### src/rtl/ysyx_22050854_mul_pkg.sv
`default_nettype none
// +--------------------------------------------------------------------+
// | ysyx_22050854_mul_pkg                                              |
// | Shared state, op encodings and signedness codes for the mul ctrl.  |
// | Rev 1.0                                                            |
// +--------------------------------------------------------------------+
package ysyx_22050854_mul_pkg;

  typedef enum logic [2:0] {
    ST_IDLE  = 3'd0,
    ST_ISSUE = 3'd1,
    ST_BUSY  = 3'd2,
    ST_RESP  = 3'd3,
    ST_DRAIN = 3'd4
  } state_e;

  localparam logic [1:0] FN_MUL    = 2'b00;
  localparam logic [1:0] FN_MULH   = 2'b01;
  localparam logic [1:0] FN_MULHSU = 2'b10;
  localparam logic [1:0] FN_MULHU  = 2'b11;

  localparam logic [1:0] MS_SS = 2'b11;
  localparam logic [1:0] MS_SU = 2'b10;
  localparam logic [1:0] MS_UU = 2'b00;

  // MULW and MUL both need only the low half, so they multiply signed x signed.
  function automatic logic [1:0] fn_signed(input logic [1:0] fn, input logic w);
    if (w) return MS_SS;
    case (fn)
      FN_MULHSU: return MS_SU;
      FN_MULHU:  return MS_UU;
      default:   return MS_SS;
    endcase
  endfunction

endpackage
`default_nettype wire

### src/rtl/ysyx_22050854_mul_rcache.sv
`default_nettype none
// +--------------------------------------------------------------------+
// | ysyx_22050854_mul_rcache                                           |
// | Single-entry multiply result cache: entry, match compare, write.   |
// | Rev 1.0                                                            |
// +--------------------------------------------------------------------+
module ysyx_22050854_mul_rcache #(
  parameter int XLEN     = 64,
  parameter int CACHE_EN = 1
) (
  input  logic            clk,
  input  logic            rst,
  input  logic [XLEN-1:0] lk_src1_i,
  input  logic [XLEN-1:0] lk_src2_i,
  input  logic [1:0]      lk_sign_i,
  input  logic            lk_any_i,
  output logic            hit_o,
  output logic [XLEN-1:0] hi_o,
  output logic [XLEN-1:0] lo_o,
  input  logic            wr_en_i,
  input  logic [XLEN-1:0] wr_src1_i,
  input  logic [XLEN-1:0] wr_src2_i,
  input  logic [1:0]      wr_sign_i,
  input  logic [XLEN-1:0] wr_hi_i,
  input  logic [XLEN-1:0] wr_lo_i
);

  localparam logic c_en = (CACHE_EN != 0);

  logic            valid_q;
  logic [XLEN-1:0] src1_q, src2_q, hi_q, lo_q;
  logic [1:0]      sign_q;

  always_ff @(posedge clk) begin
    if (rst) begin
      valid_q <= 1'b0;
      src1_q  <= '0;
      src2_q  <= '0;
      sign_q  <= '0;
      hi_q    <= '0;
      lo_q    <= '0;
    end else if (wr_en_i) begin
      valid_q <= 1'b1;
      src1_q  <= wr_src1_i;
      src2_q  <= wr_src2_i;
      sign_q  <= wr_sign_i;
      hi_q    <= wr_hi_i;
      lo_q    <= wr_lo_i;
    end
  end

  // Low-half lookups ignore signedness; high-half lookups must match it.
  assign hit_o = c_en & valid_q & (lk_src1_i == src1_q) & (lk_src2_i == src2_q)
               & (lk_any_i | (lk_sign_i == sign_q));
  assign hi_o  = hi_q;
  assign lo_o  = lo_q;

endmodule
`default_nettype wire

### src/rtl/ysyx_22050854_mul_ctrl.sv
`default_nettype none
// +--------------------------------------------------------------------+
// | ysyx_22050854_mul_ctrl                                             |
// | EXU <-> Booth multiplier sequencer with flush and result reuse.    |
// | Rev 1.0                                                            |
// +--------------------------------------------------------------------+
module ysyx_22050854_mul_ctrl
  import ysyx_22050854_mul_pkg::*;
#(
  parameter int XLEN     = 64,
  parameter int TAG_W    = 5,
  parameter int CACHE_EN = 1
) (
  input  logic             clk,
  input  logic             rst,
  input  logic             op_valid,
  output logic             op_ready,
  input  logic [1:0]       op_fn,
  input  logic             op_w,
  input  logic [XLEN-1:0]  op_src1,
  input  logic [XLEN-1:0]  op_src2,
  input  logic [TAG_W-1:0] op_tag,
  input  logic             flush,
  output logic             busy,
  output logic             res_valid,
  input  logic             res_ready,
  output logic [XLEN-1:0]  res_data,
  output logic [TAG_W-1:0] res_tag,
  output logic             mul_valid,
  output logic             mul_flush,
  output logic             mul_w,
  output logic [1:0]       mul_signed,
  output logic [XLEN-1:0]  mul_a,
  output logic [XLEN-1:0]  mul_b,
  input  logic             mul_ready,
  input  logic             mul_out_valid,
  input  logic [XLEN-1:0]  mul_hi,
  input  logic [XLEN-1:0]  mul_lo
);

  function automatic logic [XLEN-1:0] sel_res(input logic [1:0] fn, input logic w,
                                             input logic [XLEN-1:0] hi, input logic [XLEN-1:0] lo);
    if (w) return {{(XLEN-32){lo[31]}}, lo[31:0]};
    return (fn == FN_MUL) ? lo : hi;
  endfunction

  state_e           state_q, state_d;
  logic [XLEN-1:0]  src1_q, src2_q, res_q;
  logic [1:0]       fn_q;
  logic             w_q;
  logic [TAG_W-1:0] tag_q;

  logic             w_accept, w_hit, w_capture, w_drive;
  logic [XLEN-1:0]  w_c_hi, w_c_lo;

  assign w_accept  = op_valid & (state_q == ST_IDLE) & ~flush;
  assign w_capture = (state_q == ST_BUSY) & mul_out_valid & ~flush;

  ysyx_22050854_mul_rcache #(.XLEN(XLEN), .CACHE_EN(CACHE_EN)) u_rcache (
    .clk       (clk),
    .rst       (rst),
    .lk_src1_i (op_src1),
    .lk_src2_i (op_src2),
    .lk_sign_i (fn_signed(op_fn, op_w)),
    .lk_any_i  (op_w | (op_fn == FN_MUL)),
    .hit_o     (w_hit),
    .hi_o      (w_c_hi),
    .lo_o      (w_c_lo),
    .wr_en_i   (w_capture & ~w_q),
    .wr_src1_i (src1_q),
    .wr_src2_i (src2_q),
    .wr_sign_i (fn_signed(fn_q, w_q)),
    .wr_hi_i   (mul_hi),
    .wr_lo_i   (mul_lo)
  );

  always_ff @(posedge clk) begin
    if (rst) state_q <= ST_IDLE;
    else     state_q <= state_d;
  end

  always_comb begin
    state_d = state_q;
    case (state_q)
      ST_IDLE:  if (w_accept) state_d = w_hit ? ST_RESP : ST_ISSUE;
      ST_ISSUE: if (flush) state_d = ST_IDLE;
                else if (mul_ready) state_d = ST_BUSY;
      // A flush racing the result lands straight in IDLE; nothing left to drain.
      ST_BUSY:  if (mul_out_valid) state_d = flush ? ST_IDLE : ST_RESP;
                else if (flush) state_d = ST_DRAIN;
      ST_RESP:  if (flush | res_ready) state_d = ST_IDLE;
      ST_DRAIN: if (mul_out_valid) state_d = ST_IDLE;
      default:  state_d = ST_IDLE;
    endcase
  end

  always_ff @(posedge clk) begin
    if (rst) begin
      src1_q <= '0;
      src2_q <= '0;
      fn_q   <= '0;
      w_q    <= 1'b0;
      tag_q  <= '0;
      res_q  <= '0;
    end else begin
      if (w_accept) begin
        src1_q <= op_src1;
        src2_q <= op_src2;
        fn_q   <= op_fn;
        w_q    <= op_w;
        tag_q  <= op_tag;
        if (w_hit) res_q <= sel_res(op_fn, op_w, w_c_hi, w_c_lo);
      end
      if (w_capture) res_q <= sel_res(fn_q, w_q, mul_hi, mul_lo);
    end
  end

  assign w_drive = (state_q == ST_ISSUE) | (state_q == ST_BUSY);

  always_comb begin
    op_ready   = (state_q == ST_IDLE);
    busy       = (state_q != ST_IDLE);
    res_valid  = (state_q == ST_RESP);
    mul_valid  = (state_q == ST_ISSUE) & ~flush;
    mul_flush  = (state_q == ST_BUSY) & flush & ~mul_out_valid;
    mul_w      = w_drive & w_q;
    mul_signed = w_drive ? fn_signed(fn_q, w_q) : 2'b00;
    mul_a      = w_drive ? src1_q : '0;
    mul_b      = w_drive ? src2_q : '0;
  end

  assign res_data = res_q;
  assign res_tag  = tag_q;

endmodule
`default_nettype wire

### config.mk
export PLATFORM = sky130hd
export DESIGN_NAME = ysyx_22050854_mul_ctrl
export DESIGN_NICKNAME = d
export VERILOG_FILES = /design/src/rtl/ysyx_22050854_mul_pkg.sv /design/src/rtl/ysyx_22050854_mul_rcache.sv /design/src/rtl/ysyx_22050854_mul_ctrl.sv
export SDC_FILE = /design/constraint.sdc
export NUM_CORES = 1
export LEC_CHECK = 0
export ABC_CLOCK_PERIOD_IN_PS = 3080
export CORE_MARGIN = 1.5
export CORE_UTILIZATION = 51
export DETAILED_ROUTE_END_ITERATION = 8
export PLACE_DENSITY = 0.81
export SYNTH_ARGS = -nofsm -noshare
export SYNTH_HDL_FRONTEND = slang
export SYNTH_SLANG_ARGS = --single-unit
export TNS_END_PERCENT = 1
### constraint.sdc
create_clock -name clk -period 3.08 [get_ports clk]
set_input_delay 0.616 -clock clk [delete_from_list [all_inputs] [get_ports clk]]
set_output_delay 0.616 -clock clk [all_outputs]
set_load 0.03 [all_outputs]
==> results.md, run 1 <==
- Run status: complete, no violations
- Number of DRC markers in iteration 0: 2,142
- Register bit total from synthesis: ~460
- Critical hold path startpoint: rst
- Crit path kind: reg -> out
- Vias per cell: 5.77
- Hold violation total from the final report: 0
- Count of filler cells inserted in the layout: 3,179
- Endpoint class of the critical path: output port
- Post-CTS clock slew at the launch and capture registers of the worst setup and hold paths: roughly 0.060 ns
- Mux cell area share after synthesis: 0.0324
- DRC Markers: 0
- Sum of overflow across all layers after global routing: 0
- Net count, final: between 3,000 and 4,000
- Least-Margin Pin Slew: 1.23 ns
- Slew margin rel.: 0.179
- Number of max-cap violations: 0
- GRT Overall Usage: 0.365
- Ys flop type: dfxtp_1
- Buffer cell driving the clock tree root: clkbuf_16
- Routability-driven placement congestion ratio: ~1.0
- Post-synthesis instance area: 21,000 sq um
- FMAX: 0.335 GHz
- Min Tclk post-route: 2.98 ns
- Startpoint of the lowest-slack register-to-register path: u_rcache.src2_q[29]
- Path type of the worst min-delay path: in -> reg
- Share of the cycle needed by the critical path after routing: 0.968
- Post-synthesis area per instance: 7.55 sq um
- Chip Height: 206 um
- Final Skew: 0.0169 ns
- Via count of the first global-routing pass: 20,900
- Cell Count, Final, Fillers Out: 3,777
- Site row count: 74
- Most used cells in the layout excluding fill and tap cells: 882 x nand2_1, 461 x dfxtp_1, 395 x a21oi_1
- Critical path data arrival time: 2.37 ns
- Total routed wirelength: ~80 mm
- Initial antenna violation count: 6
- Yosys top cell area share: 0.441
- Asr flop ratio synth: 0
- Most common cell after layout, fill and taps aside: nand2_1
- Area post-placement: 27,400 sq um
- Standby leakage power: 10.8 nW
- Number of library cell types mapped by synthesis: 43
- Share of post-route cells with drive strength above 1: 0.107
- Effective utilization at floorplan: 0.515
- Number of hold buffers added after cts: 0
- First element of the critical path: state_q[1]
- Post-synthesis net count: 3,048
- Launching element type of the critical path: register
- Final worst-path setup slack: around 0.097 ns
- Dominant cells by area after synthesis: dfxtp_1 44%, nand2_1 16%, a21oi_1 9.4%
- Die area: 42,400 sq um
- Htree depth: 2
- Post-Synth Simple-Gate Area: 0.261
- Placed instance count: ~3,700
- Final Total Pwr: between 10 and 15 mW
- Area of the core region: 40,700 sq um
- CTS tree: yes
- Area fraction in compound gates after synthesis: 0.183
- Setup TNS: 0 ns
- Layout-stage area growth over the synthesis result: 38.8%
- Per-cell routed wire length: 21.1 um
- Pin count of the biggest net entering global routing: roughly 220
- Max clock buf depth: 3
- Post-DP HPWL: 56.5 mm
- Final design area excluding fillers: 29,100 sq um
- Global-route wire length before repair: 119 mm
- Synth Area in XOR/XNOR: 0.0267
- CP max FO: 16
- Yosys warning total: 0
- EDFF count, synth: 0
- Die Width: approximately 210 um
- Slew Viols, Final: 0
- Required time of the critical path: 2.46 ns
- Combinational family with the most area after synthesis: simple AND/OR/NAND/NOR gates
- Adder-cell share of the synthesized area: 0
- Number of iterations in the first detailed-routing pass: 6
- Ports placed on the boundary: 476
- Worst slack at placement: -0.508 ns
- Number of routed nets with antenna violations: 0
- Number of instances in the synthesized netlist: 2,777
- Setup repair after global routing missed its margin: false
- Sequential-to-total area share from yosys stat: 0.441
- Setup violations, final: 0
- Power density over the cells: 475 nW/um^2
- Vias: 21,800
- Number of buffers created by CTS: 50
- Port Buffer Count: 475
- Clock sink count: 462
- Yosys top cell by area: dfxtp_1
- Clock Latency Late Sink: 0.59 ns
- Max rail drop VDD: 0.367 mV
[through the flow]
stage,hold slack [ns],utilization
floorplan,0.432,-
global placement,0.437,0.673
detailed placement,0.443,0.673
CTS,0.399,0.714
global route,0.433,0.715
finish,0.413,0.715
[path summary, 6_finish.rpt]
path | end | slack [ns] | depth (start not counted)
max reg2reg | res_data[59] | 0.28 | 10
min | u_rcache.lo_o[14] | 0.41 | 2
max | mul_a[8] | 0.1 | 7
min reg2reg | u_rcache.hi_o[55] | 0.45 | 2
[synth_stat cells (all sizes together) (33+ instances only)]
| cell | count |
|---|---|
| clkbuf | 195 |
| nand3 | 34 |
| a21oi | 395 |
| nand4 | 46 |
| a211oi | 66 |
| nand2 | 883 |
| o22ai | 46 |
| a311oi | 33 |
| nor2b | 78 |
| xnor2 | 35 |
| o21ai | 36 |
| and2 | 131 |
| dfxtp | 462 |
| inv | 79 |
[worst max-delay path, cell delays in order, from the launching register on]
cell and delay (ns):
dfxtp_1 0.45, xnor2_1 0.19, nor2_4 0.15, buf_12 0.15, buf_12 0.12, buf_4 0.20
and2_1 0.27, buf_4 0.21
[cell families (layout without fill, tap and decap cells)]
logic type / Yosys count / in the layout
compound gates: 644 / 644
xor+xnor: 64 / 64
buf+inv: 304 / 765
flops: 462 / 462
mux: 64 / 64
other cells: 0 / 7
simple gates: 1239 / 1239
[final cells by class]
type                            count  area (sq um)  area share
Clock buffer                       74          1470      0.0506
Clock inverter                     18           228     0.00782
Timing Repair Buffer              594          6540       0.225
Tap cell                          532           666      0.0229
Inverter                           79           297      0.0102
Sequential cell                   462          9250       0.318
Antenna cell                        7          17.5    0.000601
Multi-Input combinational cell   2011         10700       0.366
[timing repair]
| item | 4_1_cts | 5_1_grt |
|---|---|---|
| pin swaps | 1 | 0 |
| endpoints found under the setup margin | 92 | 55 |
| buffers inserted | 1 | 0 |
| hold endpoints to repair | 0 | 0 |
| gates resized for setup | 36 | 5 |
| gates cloned | 0 | 0 |
[state kept, by name, summed over array words and instances (netlist names)]
signal and flops:
fn_q 2, res_data 64, res_tag 5, src1_q 64, src2_q 64, state_q 3
u_rcache.hi_o 64, u_rcache.lo_o 64, u_rcache.sign_q 2, u_rcache.src1_q 64, u_rcache.src2_q 64, u_rcache.valid_q 1
w_q 1
[report_power, final]
part	switching [mW]	internal, mW	total [mW]	leakage, nW
logic	0.766	0.660	1.43	6.21
registers	0.0724	6.07	6.14	3.74
clock network	2.54	3.73	6.27	0.842
[routing by layer]
metal / GRT usage / part of all wire / up-vias
li1: - / - / 10200
met1: 0.451 / 0.39 / 10300
met2: 0.594 / 0.46 / 1079
met3: 0.0730 / 0.094 / 204
met4: 0.201 / 0.055 / 6
met5: 0 / 0.00054 / -
Note: power is estimated with default switching activity, not from simulation.
==> inputs of run 2 (changes only) <==
--- a/config.mk
+++ b/config.mk
@@ -11,4 +11,5 @@
 export DETAILED_ROUTE_END_ITERATION = 8
 export PLACE_DENSITY = 0.81
+export SLEW_MARGIN = 20
 export SYNTH_ARGS = -nofsm -noshare
 export SYNTH_HDL_FRONTEND = slang
==> constraint.sdc (replaced) <==
create_clock -name clk -period 3.08 [get_ports clk]
set_input_delay 0.308 -clock clk [delete_from_list [all_inputs] [get_ports clk]]
set_output_delay 0.308 -clock clk [all_outputs]
set_load 0.03 [all_outputs]
==> results.md, run 2 (same netlist as run 1, synthesis figures left out) <==
- Run status: complete, no violations
- Vias: 21,500 (-1.1%)
- Effective utilization at floorplan: 0.515 (unchanged)
- Most common cell after layout, fill and taps aside: nand2_1
- Setup violations, final: 0 (unchanged)
- GRT Overall Usage: 0.353 (-0.0120)
- CP max FO: 63 (+47)
- Global-route wire length before repair: 115 mm (-3.3%)
- Pin count of the biggest net entering global routing: 180 (-18%)
- Cell-by-cell trace of the critical path: xnor2_1 > nor2_4 > buf_12 > and2_1 > clkdlybuf4s50_1
- Placed instance count: 3,628 (-1.3%)
- Met3 Resource Use GR: 0.0765 (+0.00348)
- Number of buffers created by CTS: 48 (-4.0%)
- Cell class contributing the biggest share of worst-path delay: buffers and inverters
- Sum of buffers and inverters on the critical path: 2 (-2)
- Least-Margin Pin Slew: 0.862 ns (-0.368 ns)
- Worst slack at placement: -0.382 ns (+0.126 ns)
- Sum of overflow across all layers after global routing: 0 (unchanged)
- Required time of the critical path: 2.77 ns (+0.31 ns)
- Post-DP HPWL: 53.6 mm (-5.0%)
- Most used cells in the layout excluding fill and tap cells: 882 x nand2_1, 461 x dfxtp_1, 395 x a21oi_1
- Critical path data arrival time: 2.73 ns (+0.36 ns)
- Hold violation total from the final report: 0 (unchanged)
- CP peak stage delay: 0.68 ns (+0.23 ns)
- Buffer cell driving the clock tree root: clkbuf_16
- Library cell contributing the largest single delay on the critical path: clkdlybuf4s50_1
- Standby leakage power: 11.4 nW (+5.6%)
- Clock Latency Late Sink: 0.59 ns (about the same)
- Crit path kind: reg -> out
- Critical hold path startpoint: rst
- Vias per cell: 5.79 (+0.37%)
- Number of hold buffers added after cts: 0 (unchanged)
- Die area: 42,400 sq um (unchanged)
- Startpoint of the lowest-slack register-to-register path: u_rcache.src1_q[16]
- Ports placed on the boundary: 476 (unchanged)
- DRC Markers: 0 (unchanged)
- Max rail drop VDD: 0.418 mV (+14%)
- Number of max-cap violations: 0 (unchanged)
- Initial antenna violation count: 12 (+6)
- Global-route met1 utilization: 0.429 (-0.0220)
- Path type of the worst min-delay path: in -> reg
- Area of the core region: 40,700 sq um (unchanged)
- Clock sink count: 462 (unchanged)
- Via count of the first global-routing pass: 20,200 (-3.4%)
- Share of post-route cells with drive strength above 1: 0.0623 (-0.0443)
- Final Total Pwr: 13.3 mW (-4.0%)
- Launching element type of the critical path: register
- Endpoint class of the critical path: output port
- Htree depth: 2 (unchanged)
- Total routed wirelength: 77.8 mm (-2.4%)
- Power density over the cells: 471 nW/um^2 (-0.93%)
- Site row count: 74 (unchanged)
- Slew Viols, Final: 0 (unchanged)
- FMAX: 0.329 GHz (-1.7%)
- Area post-placement: 26,500 sq um (-3.3%)
- Final worst-path setup slack: 0.0448 ns (-0.0527 ns)
- Routability-driven placement congestion ratio: 1.00 (-3.5%)
- Min Tclk post-route: 3.04 ns (+0.0527 ns)
- Total area of multi-input combinational cells: 10,600 sq um (about the same)
- Final design area excluding fillers: 28,200 sq um (-3.1%)
- Count of filler cells inserted in the layout: 3,284 (+3.3%)
- Port Buffer Count: 475 (unchanged)
- Final Skew: 0.0133 ns (-0.00366 ns)
- Share of the cycle needed by the critical path after routing: 0.985 (+0.0171)
- Setup repair after global routing missed its margin: true
- Flip-flop and latch area: 9250 sq um (unchanged)
- Per-cell routed wire length: 20.9 um (-1.0%)
- Most Crowded Layer GR: met2
- Post-CTS clock slew at the launch and capture registers of the worst setup and hold paths: 0.06 ns (about the same)
- Hold Slack: 0.110 ns (-0.303 ns)
- Die Width: 206 um (unchanged)
- Cell Count, Final, Fillers Out: 3,722 (-1.5%)
- Max clock buf depth: 3 (unchanged)
- Net count, final: 3,417 (-1.5%)
- Chip Height: 206 um (unchanged)
- Met2 demand-to-capacity share in global routing: 0.588 (-0.00565)
- CTS tree: yes
- Number of routed nets with antenna violations: 0 (unchanged)
- Slew margin rel.: 0.426 (+0.246)
- First element of the critical path: state_q[1]
- Number of DRC markers in iteration 0: 1,904 (-11%)
- Number of iterations in the first detailed-routing pass: 5 (-1)
- Layout-stage area growth over the synthesis result: 34.6%
[run 2: changes by cell type in the layout (fill, tap and decap cells not counted), moves of 2 or more]
cell / previous run / this run
bufinv_16: 5 / 2
a2111oi_0: 8 / 6
clkinv_2: 10 / 7
buf_12: 93 / 31
dlymetal6s2s_1: 0 / 72
buf_4: 120 / 46
nor4_1: 17 / 19
clkbuf_16: 51 / 49
nor4_2: 2 / 0
clkdlybuf4s50_1: 344 / 373
dlygate4sd2_1: 35 / 21
diode_2: 7 / 10
[run 2: what timing repair did]
action,CTS,global route
endpoints found under the setup margin,22,112
buffers inserted,0,0
gates cloned,0,0
resized for setup,22,75
[run 2: path summary, 6_finish.rpt]
kind                                          end  slack [ns]  cells after the start
worst max-delay path                    mul_a[25]        0.04                      5
worst min-delay path            u_rcache.lo_o[19]        0.11                      2
worst max register to register       res_data[53]        0.09                     11
worst min register to register  u_rcache.hi_o[38]        0.45                      2
[run 2: cell type report]
class	count	share of cell area
clock buffer	73	0.0509
tap	532	0.0236
multi-input combinational	2011	0.377
timing repair buffer	544	0.205
clock inverter	11	0.00394
inverter	79	0.0105
sequential	462	0.328
antenna	10	0.000886
[run 2: through the flow]
step,utilization,TNS (ns)
after floorplan,-,0
after global placement,0.650,-17.51
after detailed placement,0.650,-18.65
after CTS,0.688,0
after global routing,0.693,-0.0595
final,0.693,0
[run 2: layer usage]
| layer | wire length, um | vias to the layer above |
|---|---|---|
| li1 | - | 10100 |
| met1 | 30000 | 10200 |
| met2 | 36500 | 1112 |
| met3 | 7300 | 188 |
| met4 | 3900 | 10 |
| met5 | 69 | - |
[run 2: worst register-to-register path, stage by stage (launching register included)]
cell      delay (ns)
dfxtp_1         0.32
xor2_1          0.21
nor4_1          0.39
buf_4           0.19
nand4_1         0.09
nor4_1          0.19
buf_4           0.16
and4b_1         0.39
nand3_4         0.15
buf_12          0.21
a211oi_1        0.41
a311oi_1        0.13
[run 2: power by group]
part / internal (mW) / switching (mW) / total, mW / leakage (nW)
registers: 6.07 / 0.0720 / 6.14 / 3.74
clock network: 3.36 / 2.43 / 5.79 / 0.764
logic: 0.609 / 0.746 / 1.36 / 6.89
==> RTL change 1, RTL diff (settings of run 1) <==
`CACHE_EN` is set to 1 in 2 places; all go to 0.
--- a/src/rtl/ysyx_22050854_mul_rcache.sv
+++ b/src/rtl/ysyx_22050854_mul_rcache.sv
@@ -6,7 +6,7 @@
 // +--------------------------------------------------------------------+
 module ysyx_22050854_mul_rcache #(
   parameter int XLEN     = 64,
-  parameter int CACHE_EN = 1
+  parameter int CACHE_EN = 0
 ) (
   input  logic            clk,
   input  logic            rst,
--- a/src/rtl/ysyx_22050854_mul_ctrl.sv
+++ b/src/rtl/ysyx_22050854_mul_ctrl.sv
@@ -9,7 +9,7 @@
 #(
   parameter int XLEN     = 64,
   parameter int TAG_W    = 5,
-  parameter int CACHE_EN = 1
+  parameter int CACHE_EN = 0
 ) (
   input  logic             clk,
   input  logic             rst,
Check against the original RTL: same outputs for any inputs over 4 cycles, from zero or initial values and one cycle with rst high; that may be too few to reach the edited logic, so the function may still have changed.
==> RTL change 1 against run 1 <==
  * Maximum frequency shrank 0.84%
  * Count of clock-buffer cells in the layout fell by 47
  * Synthesized area fell by 57%
  * Power fell by 53%
  * Synthesized cell count fell by 60%
  * Sequential cell count fell by 259
  * Routed wire length fell by 58%
  * Largest cell class is now non-clock buffers
  * Combinational power down 15%
  * Cell area shrank 51%
  * Clock skew down 0.010 ns
  * Clock power fell by 60%
  * Worst setup slack got worse by 0.025 ns
  * Core utilization rose by 11 points
==> RTL change 1: results (changes against run 1) <==
[run_status]
status = finished clean

[drt]
drt-total-wl_mm = 33.7  ; -58%
wl_met3_mm = 3.17  ; -58%
wl_met2_mm = 16.5  ; -55%
wl_per_cell_um = 19.0  ; -9.8%
viasPerCell = 5.29  ; -8.3%
drt_pass1_iterations = 4  ; -2
drt_first_iter_violations = 513  ; -76%

[cts]
cts_resized = 16  ; -56%
numCtsBuffers = 21  ; -58%
cts_setup_buffers = 0  ; -1
h-tree-depth = 1  ; -1

[synth]
seq_area_frac_synth_pct = 45.0  ; +0.88 points
synth_cell_types = 34  ; -21%
synth_cells = 1105  ; -60%
synthMuxAreaShare_pct = 7.75  ; +4.5 points
ys_top_cells_by_count = nand2_1 (307), dfxtp_1 (203), a21oi_1 (139), and2_1 (130)
synth-compound-area-share_pct = 15.6  ; -2.7 points
avgSynthCellArea_sq_um = 8.18  ; +8.3%
syn-num-nets = 1376  ; -55%

[power_and_ir_drop]
cell_internal_pwr_mw = 4.81  ; -54%
p_leak_nw = 5.85  ; -46%
comb-power_mw = 1.22  ; -15%
seqPwrFrac_pct = 42.8  ; -1.6 points

[global_routing]
grtUsageMet2_pct = 59.9  ; +0.47 points
grt_pass1_vias = 9131  ; -56%
use_met3_pct = 11.8  ; +4.5 points
grt_max_degree = 172  ; -21%
track_usage_pct = 35.0  ; -1.5 points
grtUsageMet1_pct = 37.6  ; -7.5 points
grt_first_pass_wirelength_mm = 50.1  ; -58%

[setup_path]
crit_slowest_cell = clkdlybuf4s50_1
cp_max_fo = 34  ; +18

[cells_and_area]
n_all_buffers = 499  ; -16%
area_share_nonclk_buffers_pct = 33.9  ; +11 points
design.seq.count = 203  ; -56%
fill_cells = 1206  ; -62%
final_nets = 1800  ; -48%
num_antenna_cells = 4  ; -3
seq_area_share_pct = 28.5  ; -3.3 points
layout-drive-gt1-share_pct = 12.2  ; +1.6 points
clockNetworkAreaShare_pct = 4.68  ; -1.2 points

[place]
pre_cts_slack_ns = 0.311  ; +0.819 ns
gp_congestion = 0.872  ; -16%
dp.cells = 1731  ; -53%
place_area_sq_mm = 0.0136  ; -50%

[sta]
finalClockSkew_ns = 0.00650  ; -0.0104 ns
max-slew-margin-rel_pct = 36.5  ; +19 points

[min_path]
hp-class = flop to flop

RTL change 1: changes by cell type after synthesis, moves of 20 or more:
cell	change
a211oi_1	-47
buf_2	+20
a211o_1	-32
xor2_1	-29
a311oi_1	-33
nor2b_1	-76
clkbuf_1	-166
nand2_1	-576
nand4_1	-46
a21oi_1	-256
nand3_1	-32
inv_1	-76
xnor2_1	-34
dfxtp_1	-259
RTL change 1: stage by stage:
| stage | power, mW | setup TNS (ns) | utilization, % |
|---|---|---|---|
| after global routing | 6.75 | -0.901 | 82.5 |
| after CTS | 6.54 | 0 | 82.3 |
| after floorplan | 3.47 | 0 | - |
| after global placement | 4.04 | 0 | 78.5 |
| final | 6.52 | 0 | 82.5 |
| after detailed placement | 4.05 | 0 | 78.5 |
RTL change 1: worst paths after layout:
kind | end | depth (start not counted) | start
setup / recovery | mul_b[12] | 5 | state_q[0]
hold / removal | src1_q[2] | 2 | src1_q[2]
setup reg to reg | res_data[4] | 5 | w_q
hold reg to reg | src1_q[2] | 2 | src1_q[2]
==> RTL change 2, RTL diff (config.mk and constraints of run 1) <==
Without the edit above. Reset style: asynchronous (`rst`), changed in 3 clocked blocks.
--- a/src/rtl/ysyx_22050854_mul_rcache.sv
+++ b/src/rtl/ysyx_22050854_mul_rcache.sv
@@ -31,7 +31,7 @@
   logic [XLEN-1:0] src1_q, src2_q, hi_q, lo_q;
   logic [1:0]      sign_q;
 
-  always_ff @(posedge clk) begin
+  always_ff @(posedge clk or posedge rst) begin
     if (rst) begin
       valid_q <= 1'b0;
       src1_q  <= '0;
--- a/src/rtl/ysyx_22050854_mul_ctrl.sv
+++ b/src/rtl/ysyx_22050854_mul_ctrl.sv
@@ -74,7 +74,7 @@
     .wr_lo_i   (mul_lo)
   );
 
-  always_ff @(posedge clk) begin
+  always_ff @(posedge clk or posedge rst) begin
     if (rst) state_q <= ST_IDLE;
     else     state_q <= state_d;
   end
@@ -94,7 +94,7 @@
     endcase
   end
 
-  always_ff @(posedge clk) begin
+  always_ff @(posedge clk or posedge rst) begin
     if (rst) begin
       src1_q <= '0;
       src2_q <= '0;
Formal check against the unedited RTL: not equivalent (a bounded check fails within 4 cycles, from zero or initial values and one cycle with rst high; the reset may be asserted at any time).
==> RTL change 2 against run 1 <==
  * Synthesized area up 4.0%
  * Critical path depth is 3 higher
  * Non-clock buffer count is 31 lower
  * First-iteration DRC count is 9.5% lower
  * Cell area grew 1.1%
  * Die area increased by 3.9%
  * Routed wire length down 10%
  * Clock skew increased by 0.0065 ns
  * Sequential cell count stayed put
  * Core utilization down 1.4 points
  * Worst setup slack worse by 0.097 ns
  * Via count fell by 11%
  * Hold slack improved by 0.060 ns
  * Critical endpoint is now res_data[53]
Power is not compared: it rests on default switching activity, and its combinational part moved more than twofold at a synthesized area within 25%.
==> RTL change 2: results (changes against run 1) <==
[place]
hpwl_mm = 49.1  ; -13%
gp_congestion = 0.969  ; -6.7%

[setup_path]
cp_max_fo = 32  ; +16
slowest_delay_ns = 0.74  ; +0.29 ns
crit_slowest_cell = a2111oi_1
rr_worst_depth = 9  ; -1
regToRegSetupSlack_ns = 0.16  ; -0.12 ns
cp.arrival_ns = 3.53  ; +1.16 ns
critPathTopFamily = compound AO/OA/AOI/OAI gates
end_kind = flop
r2r_end = res_data[53]

[run_status]
status = finished clean

[global_routing]
track_usage_pct = 32.1  ; -4.3 points
antenna_found_initial = 9  ; +3
grt_max_degree = 174  ; -21%
grt_pass1_vias = 19400  ; -7.3%
grt_first_pass_wirelength_mm = 110  ; -7.5%

[min_path]
hp-class = flop to flop

[synth]
synthTopCellsByArea = dfrtp_1 (53%), nand2_1 (14%), mux2_2 (6.3%)
synth_cell_types = 47  ; +9.3%
ys_top_cells_by_count = nand2_1 (807), dfrtp_1 (462), o21ai_0 (134), and2_1 (129), mux2_2 (122)
syn-num-nets = 2579  ; -15%
synthArstFlopShare_pct = 100  ; +100 points
seq_area_frac_synth_pct = 53.0  ; +8.9 points
ys.flop_type = dfrtp_1

[sta]
finalClockSkew_ns = 0.0234  ; +0.00646 ns

[cells_and_area]
layout-drive-gt1-share_pct = 12.3  ; +1.6 points
fill_cells = 3116  ; -2.0%
final_nets = 3039  ; -12%

[drt]
viasPerCell = 5.78  ; +0.21%
drt-total-wl_mm = 71.3  ; -10%
drt_pass1_iterations = 5  ; -1
drt_first_iter_violations = 1939  ; -9.5%

[RTL change 2: changes by cell type after synthesis, moves of 52 or more]
cell      change
dfrtp_1     +462
dfxtp_1     -462
a21oi_1     -363
nor2b_1      -52
o21ai_0     +100
clkbuf_1     -85
a211oi_1     -65
mux2_2       +90
nand2_1      -76
[RTL change 2: cell type report]
type	count	area, sq um	area share (%)
diodes	9	22.5	0.0765
clock buffers	80	1580	5.35
clock inverters	9	80.1	0.272
inverters	45	173	0.586
multi-input cells	1646	9530	32.3
flip-flops and latches	462	11600	39.3
well taps	539	674	2.29
repair buffers	563	5840	19.8
[RTL change 2: metal layers]
layer,wire length [um],up-vias,track usage (%)
li1,-,8620,-
met1,28400,9572,42.9
met2,33700,1006,50.8
met3,6120,181,6.25
met4,3110,2,14.8
met5,13,-,0
[RTL change 2: worst register-to-register path, cell delays in order, from the launching register on]
cell	delay [ns]
dfrtp_1	0.39
nor2b_1	0.20
a2111o_1	0.46
nor4_4	0.36
nand4_1	0.21
nor4_4	0.31
buf_4	0.19
a21oi_2	0.08
buf_12	0.19
a221o_1	0.40
[RTL change 2: stage by stage]
step                      cells  setup slack, ns  instance area (sq um)  setup TNS, ns  hold WS (ns)
after detailed placement   3254           -0.670                  27900         -41.10         0.456
after global routing       3351          -0.0218                  29400        -0.0861         0.492
final                      3353         0.000405                  29500              0         0.473
after global placement     3254           -0.662                  27900         -40.92         0.451
after CTS                  3344          0.00434                  29400              0         0.471
after floorplan            2308            -3.79                  21800       -1750.50         0.434
[RTL change 2: power by group]
part	internal (mW)	switching, mW
combinational	3.91	4.89
sequential	8.46	1.62
clock	3.56	2.45
total	15.9	8.95
[RTL change 2: kinds of logic (layout without fill, tap and decap cells)]
family | after synthesis | after routing | synth area share, %
simple gates | 1072 | 1072 | 21.3
flops | 462 | 462 | 53.0
compound gates | 312 | 312 | 9.58
buf+inv | 200 | 697 | 3.80
mux | 187 | 187 | 9.28
xor+xnor | 75 | 75 | 3.01
other cells | 0 | 9 | 0
[RTL change 2: worst min-delay path by stage]
stage	from	end	slack, ns	cells past startpoint
floorplan	u_rcache.valid_q	u_rcache.valid_q	0.43	1
global placement	u_rcache.hi_o[46]	u_rcache.hi_o[46]	0.45	2
detailed placement	u_rcache.hi_o[34]	u_rcache.hi_o[34]	0.46	2
CTS	u_rcache.lo_o[22]	u_rcache.lo_o[22]	0.47	2
global route	u_rcache.hi_o[37]	u_rcache.hi_o[37]	0.49	2
finish	u_rcache.lo_o[0]	u_rcache.lo_o[0]	0.47	2
[RTL change 2: timing repair]
action,CTS,global route
setup buffers,1,0
endpoints found under the hold margin,0,0
setup endpoints to repair,138,109
gates resized for setup,110,59
pin swaps,1,1
